`src/rtl/wb_cmd_initiator.sv`:
```
// Wishbone initiator: accepts one command at a time, runs it on the bus with a
// bounded wait for ACK, and returns read data or a timeout error.
`timescale 1ns/1ps
module wb_cmd_initiator #(
    parameter int                     ADDRWIDTH      = 17,
    parameter int                     DATAWIDTH      = 32,
    parameter int                     TIMEOUT_CYCLES = 255,
    parameter int                     TIMEOUT_WIDTH  = 8,
    parameter logic [DATAWIDTH-1:0]   ERR_READ_VALUE = 32'hDEAD_0ACC
) (
    input  logic                      WBs_CLK_i,
    input  logic                      WBs_RSTn_i,
    input  logic                      cmd_valid_i,
    output logic                      cmd_ready_o,
    input  logic                      cmd_we_i,
    input  logic [ADDRWIDTH-1:0]      cmd_adr_i,
    input  logic [DATAWIDTH/8-1:0]    cmd_be_i,
    input  logic [DATAWIDTH-1:0]      cmd_wdat_i,
    output logic                      rsp_valid_o,
    input  logic                      rsp_ready_i,
    output logic [DATAWIDTH-1:0]      rsp_rdat_o,
    output logic                      rsp_err_o,
    output logic [ADDRWIDTH-1:0]      WBm_ADR_o,
    output logic                      WBm_CYC_o,
    output logic                      WBm_STB_o,
    output logic                      WBm_WE_o,
    output logic                      WBm_RD_o,
    output logic [DATAWIDTH/8-1:0]    WBm_BYTE_STB_o,
    output logic [DATAWIDTH-1:0]      WBm_WR_DAT_o,
    input  logic [DATAWIDTH-1:0]      WBm_RD_DAT_i,
    input  logic                      WBm_ACK_i,
    output logic                      busy_o,
    output logic [7:0]                err_cnt_o
);

    typedef enum logic [1:0] {IDLE, BUS, RESP} state_t;

    state_t                   state_q, state_d;
    logic                     we_q;
    logic [ADDRWIDTH-1:0]     adr_q;
    logic [DATAWIDTH/8-1:0]   be_q;
    logic [DATAWIDTH-1:0]     wdat_q;
    logic [DATAWIDTH-1:0]     rdat_q;
    logic                     err_q;
    logic [TIMEOUT_WIDTH-1:0] cnt_q;
    logic [7:0]               err_cnt_q;
    logic                     ack_hit;
    logic                     timeout;

    // ACK takes priority over a timeout landing on the same cycle.
    assign ack_hit = (state_q == BUS) && WBm_ACK_i;
    assign timeout = (state_q == BUS) && !WBm_ACK_i &&
                     (cnt_q == TIMEOUT_WIDTH'(TIMEOUT_CYCLES - 1));

    // NOTE: sequential state uses non-blocking assignments so every flop
    // samples pre-edge values regardless of statement order.
    always_ff @(posedge WBs_CLK_i or negedge WBs_RSTn_i) begin
        if (!WBs_RSTn_i) state_q <= IDLE;
        else             state_q <= state_d;
    end

    // NOTE: default assignment first so no path leaves state_d unassigned,
    // which would otherwise infer a latch.
    always_comb begin
        state_d = state_q;
        unique case (state_q)
            IDLE:    if (cmd_valid_i)         state_d = BUS;
            BUS:     if (ack_hit || timeout)  state_d = RESP;
            RESP:    if (rsp_ready_i)         state_d = IDLE;
            default:                          state_d = IDLE;
        endcase
    end

    // Bus-side registers are zeroed on leaving BUS so the bus idles at 0.
    always_ff @(posedge WBs_CLK_i or negedge WBs_RSTn_i) begin
        if (!WBs_RSTn_i) begin
            we_q      <= 1'b0;
            adr_q     <= '0;
            be_q      <= '0;
            wdat_q    <= '0;
            rdat_q    <= '0;
            err_q     <= 1'b0;
            cnt_q     <= '0;
            err_cnt_q <= '0;
        end else begin
            unique case (state_q)
                IDLE: begin
                    if (cmd_valid_i) begin
                        we_q   <= cmd_we_i;
                        adr_q  <= cmd_adr_i;
                        be_q   <= cmd_be_i;
                        wdat_q <= cmd_wdat_i;
                        cnt_q  <= '0;
                    end
                end
                BUS: begin
                    if (ack_hit || timeout) begin
                        we_q   <= 1'b0;
                        adr_q  <= '0;
                        be_q   <= '0;
                        wdat_q <= '0;
                    end
                    if (ack_hit) begin
                        rdat_q <= we_q ? '0 : WBm_RD_DAT_i;
                        err_q  <= 1'b0;
                    end else if (timeout) begin
                        rdat_q <= ERR_READ_VALUE;
                        err_q  <= 1'b1;
                        if (err_cnt_q != 8'hFF) err_cnt_q <= err_cnt_q + 8'd1;
                    end else begin
                        cnt_q <= cnt_q + 1'b1;
                    end
                end
                RESP: begin
                    if (rsp_ready_i) begin
                        rdat_q <= '0;
                        err_q  <= 1'b0;
                    end
                end
                default: ;
            endcase
        end
    end

    assign cmd_ready_o    = (state_q == IDLE);
    assign busy_o         = (state_q != IDLE);
    assign rsp_valid_o    = (state_q == RESP);
    assign rsp_rdat_o     = rdat_q;
    assign rsp_err_o      = err_q;
    assign WBm_CYC_o      = (state_q == BUS);
    assign WBm_STB_o      = (state_q == BUS);
    assign WBm_WE_o       = we_q;
    assign WBm_RD_o       = (state_q == BUS) && !we_q;
    assign WBm_ADR_o      = adr_q;
    assign WBm_BYTE_STB_o = be_q;
    assign WBm_WR_DAT_o   = wdat_q;
    assign err_cnt_o      = err_cnt_q;

endmodule

```
`config.mk`:
```
export PLATFORM = sky130hd
export DESIGN_NAME = wb_cmd_initiator
export DESIGN_NICKNAME = d
export VERILOG_FILES = /design/src/rtl/wb_cmd_initiator.sv
export SDC_FILE = /design/constraint.sdc
export NUM_CORES = 1
export LEC_CHECK = 0
export BUFFER_PORTS_ARGS = -buffer_cell sky130_fd_sc_hd__clkbuf_2
export CAP_MARGIN = 30
export CORE_UTILIZATION = 47
export DETAILED_ROUTE_END_ITERATION = 12
export PLACE_DENSITY = 0.86
export RECOVER_POWER = 25
export SYNTH_ARGS = -nofsm -noshare
export SYNTH_HDL_FRONTEND = slang
export SYNTH_SLANG_ARGS = --single-unit
```
`constraint.sdc`:
```
create_clock -name WBs_CLK_i -period 2.2 [get_ports WBs_CLK_i]
set_clock_uncertainty 0.05 [all_clocks]
set_input_delay 0.44 -clock WBs_CLK_i [delete_from_list [all_inputs] [get_ports WBs_CLK_i]]
set_output_delay 0.44 -clock WBs_CLK_i [all_outputs]
set_load 0.02 [all_outputs]
```
[Word level (Yosys, flattened, before mapping)]
Cells that the tools add are included.
Cells by class
  $add $sub $neg: 2
  divide/modulo/power cells: 0
  reduce and logical (&&, ||, !) cells: 16
  shift operators: 0
  $lt $le $gt $ge: 0
  equality and inequality tests: 10
  multiplexer cells: 29
  multipliers: 0
  bitwise operators: 1
Operators with widths (count)
  $mux 32: 6
  $pmux 32 s2: 2
  $mux 17: 2
  $pmux 17 s2: 1
  $mux 8: 3
  $add 8x1->8 const B: 2
  $pmux 8 s2: 1
  $reduce_and 3->1: 3
  $eq 8x8->1 const B: 1
  $mux 4: 2
  $ne 8x8->1 const B: 1
  $pmux 4 s2: 1
  $reduce_and 4->1: 2
  $mux 2: 3
  $ne 2x2->1 const B: 3
  $pmux 2 s3: 1
  $reduce_bool 2->1: 3
  $mux 1: 5
  $logic_and 1x1->1: 4
  $ne 2x1->1 const B: 2
  $pmux 1 s2: 2
  $ne 3x1->1 const B: 1
  $eq 2x1->1 const B: 1
  $eq 2x2->1 const B: 1
  other kinds (4): 5
Word-level totals
  input port bits: 91
  register bits: 105
  memories kept: 0
  logic and storage cells: 67
  memory bits (writable): 0
  output and inout bits: 101
  latch bits: 0
  memory bits (read-only): 0

[Depth between registers and ports, before layout]
Gate-level depths: netlist of the first run.
  word-level depth: 6
  depth in mapped cells: 9
  depth with buffers taken out: 6

[Worst setup path before layout of the first run]
Ideal clock, no wire load.
  path kind: reg2reg
  from: register state_q[1]
  to: register cnt_q[3]
  clock period less this slack: 2.028 ns
  setup slack: 0.172 ns
  library setup time: 0.069 ns
  path buffers: 1
  required time: 2.081 ns
  arrival: 1.909 ns
  cell stages (with the launch flop): 8
  cell sequence: dfrtp_1 inv_1 ha_1 buf_6 and2_4 a311o_1 or4_1 nand3_1
Between the ends
  longest elaborated chain between the ends: 5
  elaborated cells between the ends (all ways): 11
  those cells by class: eq/ne (4); mux (1); reduce/logical (6)
Ends and longest elaborated chain
  from (decl): line 38  | state_t state_q, state_d;
  from (signal assigned): line 59  | else state_q <= state_d;
  $eq 2x1->1 *
  named net WBm_CYC_o: line 24  | output logic WBm_CYC_o,
  $logic_and 1x1->1 (2 in series): line 52  | assign timeout = (state_q == BUS) && !WBm_ACK_i &&
  $ne 2x2->1 (no source line)
  $reduce_and 4->1 (no source line)
  to (signal assigned): line 111  | cnt_q <= cnt_q + 1'b1;
  to (decl): line 45  | logic [TIMEOUT_WIDTH-1:0] cnt_q;
Mark *: on every way through the listed nets, which the timed path passes. The rest lies on a longest branch.
A chain may end at the register's enable or synchronous reset.

[Worst setup path in the final report of the first run]
  from: register state_q[1]
  to: output port WBm_RD_o
Between the ends
  longest elaborated chain between the ends: 2
Ends and longest elaborated chain
  $eq 2x1->1: line 133  | assign WBm_RD_o = (state_q == BUS) && !we_q;
  $logic_and 1x1->1: line 133
  to (decl): line 27  | output logic WBm_RD_o,
No other way between the ends.

==> results by group, run 1 <==
CTS
  • Total CTS buffers: 9
  • Root buf cell: clkbuf_8
  • CTS max path bufs: 2
  • Reg clk slew, reported paths: 110 ps
  • CTS tree: done
  • Clock latency on the worst-skew pair: 350 ps
  • CTS H-tree depth: 3
  • CTS sink cnt: 105

Critical path
  • Crit Reg-Reg Startpoint: state_q[0]
  • Worst path top cell family by delay: buffers and inverters
  • CP arrival: 1580 ps
  • Most used cell, CP: inv_1
  • RR Endpoint: cnt_q[3]
  • Worst EP required: 1710 ps
  • CP Launch Point: state_q[1]
  • Worst Reg-to-Reg Cells: 6
  • Crit path launch type: flip-flop
  • CP cell instances: inv_1 -> ha_4 -> inv_1 -> buf_4 -> nor2_1 -> clkbuf_2
  • Worst Path Buf+Inv: 4
  • WP depth: 6
  • Slowest CP cell: dfrtp_1
  • Kind of critical path: reg -> out
  • Worst Setup EP: WBm_RD_o
  • CP max FO: 7
  • Worst path max stage delay: 410 ps
  • Crit path capture type: output pin
  • R2R setup slack: 170 ps

Power
  • Leakage: 0.00298 uW
  • Peak supply drop: 0.821 mV
  • Power per cell area: 1560 nW/um^2

Drt
  • DR vias: 3,487
  • Initial drt markers: 150
  • First-pass DRT Iterations: 9
  • DR DRC count: 15
  • Remaining antenna violation count after routing: 0
  • Final WL: 10.5 mm
  • WL per Instance: 16.5 um
  • DR vias/cell: 5.47

Logic synthesis
  • Synth area leaders: dfrtp_1 (61%), a22o_1 (14%), a2bb2oi_2 (3.5%), nand2_1 (3.0%), ha_1 (2.3%)
  • Synth area leader: dfrtp_1
  • FFs w/ async S/R, synth: 100%
  • EDFF count, synth: 0
  • Top_reg_cell synth: dfrtp_1
  • #FFs+latches synth: 105
  • Post-synth top cells: dfrtp_1 (105), a22o_1 (69), nand2_1 (35)
  • Post-synthesis cell type count: 42
  • Avg Cell Area, Syn: 13.3 sq um
  • Syn nets: 425
  • Yosys top cell area share: 60.8%
  • Mapped Area: 4320 sq um
  • Synth Warn #: 0
  • Register area share after synthesis: 60.8%
  • Most common cell in the netlist: dfrtp_1
  • Synthesized instance count: 326

Global route
  • Gr ovfl total: 0
  • Initial antenna violation count: 0
  • Aggregate global-route resource usage: 22.1%
  • Largest net degree at the start of global routing: 55
  • Vias in the first global route: 3,476
  • First-pass GRT wire length: 16.9 mm

Cells and area
  • Final Net Count: 624
  • # fillers: 674
  • Ant diodes: 0
  • Reg area: 2630 sq um
  • Area Growth Syn to Fin: 31.0%
  • Fin util: 64.4%
  • Area occupied by multi-input gates: 1550 sq um
  • Final instance area: 5670 sq um
  • Layout cell share with drive strength beyond 1: 45.8%

Timing
  • Final hold slack: 253 ps
  • Tightest Pin Transition: 949 ps
  • Normalized max-slew margin: 36.7%
  • Count of final max-slew check failures: 0
  • Final setup viols: 0
  • Fin crit period: 2070 ps
  • Final worst slack: 128 ps
  • Setup TNS: 0 ps
  • Fin crit share: 94.2%
  • Unrepaired setup endpoints after global routing: false
  • Final Hold Vio Count: 0
  • Achievable Freq: 483 MHz

Die
  • Die footprint: 9590 sq um
  • Die Y: 97.9 um
  • Die Wd: 97.9 um
  • # IOs: 192
  • Starting Density: 49.1%
  • Row count: 34
  • Core Box Area: 8810 sq um

Placement
  • RePlAce Congestion: 0.852
  • DPL Wire Length: 7.68 mm
  • IO buf count: 191
  • Placement Cell Area: 5430 sq um
  • DP Worst Slack: 159 ps

Outcome
  • Failing checks: DRC
  • Status: finished with violations

Min path
  • Tightest Hold Check Type: in -> reg

Run
  • Max cap viols: 0
[how the worst min path moves through the flow]
stage                                  to              from  cells after the start
after floorplan              WBm_ADR_o[0]        WBs_RSTn_i                      0
after global placement     rsp_rdat_o[20]        WBs_RSTn_i                      1
after detailed placement   rsp_rdat_o[20]        WBs_RSTn_i                      1
after CTS                  rsp_rdat_o[19]  WBm_RD_DAT_i[19]                      3
after global routing         WBm_ADR_o[6]      cmd_adr_i[6]                      2
final                     WBm_WR_DAT_o[9]     cmd_wdat_i[9]                      2
[layer usage]
metal,GRT usage [%],wire (um),vias up
met5,0,0,-
met4,6.53,145,0
met3,5.08,795,15
met2,36.7,5050,169
met1,29.1,4510,1685
li1,-,-,1618
[sequential cells by signal, indices dropped and copies added, names as in the netlist]
signal,count
err_cnt_o,8
WBm_ADR_o,17
cnt_q,8
WBm_WR_DAT_o,32
rsp_rdat_o,32
state_q,2
WBm_BYTE_STB_o,4
WBm_WE_o,1
rsp_err_o,1
[repair_timing]
| item | 4_1_cts | 5_1_grt |
|---|---|---|
| resized for setup | 0 | 2 |
| endpoints found under the hold margin | 8 | 0 |
| hold buffers | 1 | 0 |
| endpoints found under the setup margin | 0 | 2 |
| buffers inserted | 0 | 2 |
[per-stage QoR]
step	cells	total power [uW]
finish	638	8830
global route	638	9330
CTS	636	8770
detailed placement	619	7590
global placement	619	7400
floorplan	326	6220
[placed cells by master (no fill, tap or decap), drive strengths merged, types with 4 or more instances in the layout]
| cell type | n |
|---|---|
| or4 | 5 |
| a2bb2oi | 17 |
| clkbuf | 204 |
| mux2 | 4 |
| nor2 | 6 |
| xor2 | 6 |
| a22o | 69 |
| inv | 7 |
| dfrtp | 105 |
| ha | 8 |
| nand3 | 12 |
| buf | 15 |
| nand2 | 36 |
[cells by family after synthesis]
| group | Yosys count | synth area share (%) |
|---|---|---|
| adders and majority gates | 8 | 2.31 |
| xor gates and xnor gates | 6 | 1.22 |
| and+or+nand+nor | 77 | 9.43 |
| AOI/OAI and AO/OA | 98 | 21.1 |
| muxes | 5 | 1.27 |
| buffers and inverters | 27 | 3.88 |
| DFF | 105 | 60.8 |
[report_power, final]
group          switching [uW]  total, uW  internal (uW)
Combinational            2620       4520           1900
Sequential                479       3140           2660
Clock                     641       1180            537
[area by class of cell]
cell class | instances | share of cell area [%]
sequential | 105 | 46.4
timing repair buffer | 209 | 20.1
clock inverter | 5 | 1.13
multi-input combinational | 194 | 27.3
tap | 108 | 2.38
inverter | 6 | 0.397
clock buffer | 11 | 2.32
Power figures use the tool's default switching activity.
==> run 2: changes to the inputs <==
Settings changed: CORE_UTILIZATION 47 to 51, GPL_ROUTABILITY_DRIVEN from default to 0, PLACE_DENSITY 0.86 to 0.91.
Clock period 2.2 ns to 2.6 ns, I/O delays scaled along.
==> run 2 against run 1 <==
Net effect: the flow now finishes without violations; critical path depth is the same; sequential share of layout area increased by 1.2 points; via count down 1.4%; utilization increased by 2.8 points; sequential cell count is the same; non-clock buffer count decreased by 11; highest routed layer unchanged; setup slack improved by 9.4 ps.
==> results by group, run 2 (synthesis results as in run 1) <==
Timing
  • Normalized max-slew margin: 21.8%
  • Final setup viols: 0
  • Count of final max-slew check failures: 0
  • Setup TNS: 0 ps
  • Final Hold Vio Count: 0
  • Tightest Pin Transition: 1170 ps
  • Fin crit period: 2460 ps
  • Fin crit share: 94.7%
  • Final worst slack: 138 ps
  • Unrepaired setup endpoints after global routing: false
  • Achievable Freq: 406 MHz

Drt
  • DR DRC count: 0
  • Initial drt markers: 115
  • DR vias: 3,437
  • Final WL: 10.1 mm
  • Remaining antenna violation count after routing: 0
  • First-pass DRT Iterations: 6
  • WL per Instance: 16.2 um
  • DR vias/cell: 5.51

Global route
  • Aggregate global-route resource usage: 23.0%
  • Gr ovfl total: 0
  • First-pass GRT wire length: 15.8 mm
  • Largest net degree at the start of global routing: 59
  • Vias in the first global route: 3,271
  • Initial antenna violation count: 0

Cells and area
  • Post-Layout Cell Count: 624
  • Area occupied by multi-input gates: 1540 sq um
  • Final instance area: 5520 sq um
  • Fin util: 67.2%
  • Ant diodes: 0
  • Most common cell after layout, fill and taps aside: clkbuf_2
  • Reg area: 2630 sq um
  • Final Net Count: 613
  • # fillers: 622
  • Area Growth Syn to Fin: 27.7%
  • Layout cell share with drive strength beyond 1: 44.9%
  • Most frequent cells in the layout: clkbuf_2 (191), dfrtp_1 (105), a22o_1 (69)

Critical path
  • Crit path launch type: flip-flop
  • Crit path capture type: flip-flop
  • CP arrival: 2690 ps
  • CP max FO: 13
  • Worst EP required: 2830 ps
  • Kind of critical path: reg -> reg

CTS
  • Post-CTS Resized: 0
  • Reg clk slew, reported paths: 100 ps
  • Clock latency on the worst-skew pair: 340 ps
  • Total CTS buffers: 9
  • CTS tree: done
  • Post-CTS setup buffers: 0
  • CTS max path bufs: 2
  • Hold buffer count at cts: 0
  • CTS H-tree depth: 3
  • Root buf cell: clkbuf_8
  • CTS sink cnt: 105

Placement
  • IO buf count: 191
  • DPL Wire Length: 7.33 mm
  • Placement Cell Area: 5370 sq um
  • DP Cell Count: 608
  • DP Worst Slack: 182 ps

Die
  • Die footprint: 8850 sq um
  • Die Wd: 94.1 um
  • Starting Density: 52.6%
  • # IOs: 192
  • Core Box Area: 8220 sq um
  • Die Y: 94.1 um
  • Row count: 33

Power
  • Leakage: 0.00291 uW
  • Power per cell area: 1300 nW/um^2
  • Peak supply drop: 0.791 mV

Outcome
  • Status: completed

Min path
  • Tightest Hold Check Type: in -> reg

Run
  • Max cap viols: 0
-- run 2: final cells by class --
type	count	area share, %
Clock buffer	11	2.38
Sequential cell	105	47.6
Tap cell	105	2.38
Inverter	6	0.408
Clock inverter	5	0.702
Timing Repair Buffer	198	18.7
Multi-Input combinational cell	194	27.8
-- run 2: final timing paths --
path | startpoint | to | slack (ps) | cells after the start
hold / removal | WBm_RD_DAT_i[19] | rsp_rdat_o[19] | 330 | 3
setup reg to reg | state_q[1] | cnt_q[4] | 140 | 6
min in group asynchronous | WBs_RSTn_i | rsp_rdat_o[0] | 340 | 1
setup / recovery | state_q[1] | cnt_q[4] | 140 | 6
max in group asynchronous | WBs_RSTn_i | WBm_WR_DAT_o[15] | 680 | 2
hold reg to reg | WBm_WR_DAT_o[24] | WBm_WR_DAT_o[24] | 460 | 1
-- run 2: where the power goes --
group,total (uW),switching [uW],internal (uW)
combinational,3660,2180,1480
sequential,2650,402,2250
clock,892,535,357
-- run 2: worst max-delay path, stage by stage (launching register included) --
cell and delay (ps):
dfrtp_1 410, inv_1 130, ha_1 410, mux2i_1 280, a311o_1 490, or4_1 520, nand3_1 100
-- run 2: layer usage --
layer	GRT usage (%)	routed length [um]	up-vias
met4	6.54	94	0
met2	38.6	5020	164
li1	-	-	1590
met3	4.53	641	10
met5	0	0	-
met1	30.3	4330	1673
-- run 2: metrics by stage --
stage / power [uW] / hold WS [ps]
CTS: 7260 / 135
floorplan: 5270 / 174
finish: 7200 / 328
detailed placement: 6360 / 430
global placement: 6220 / 431
global route: 7630 / 317
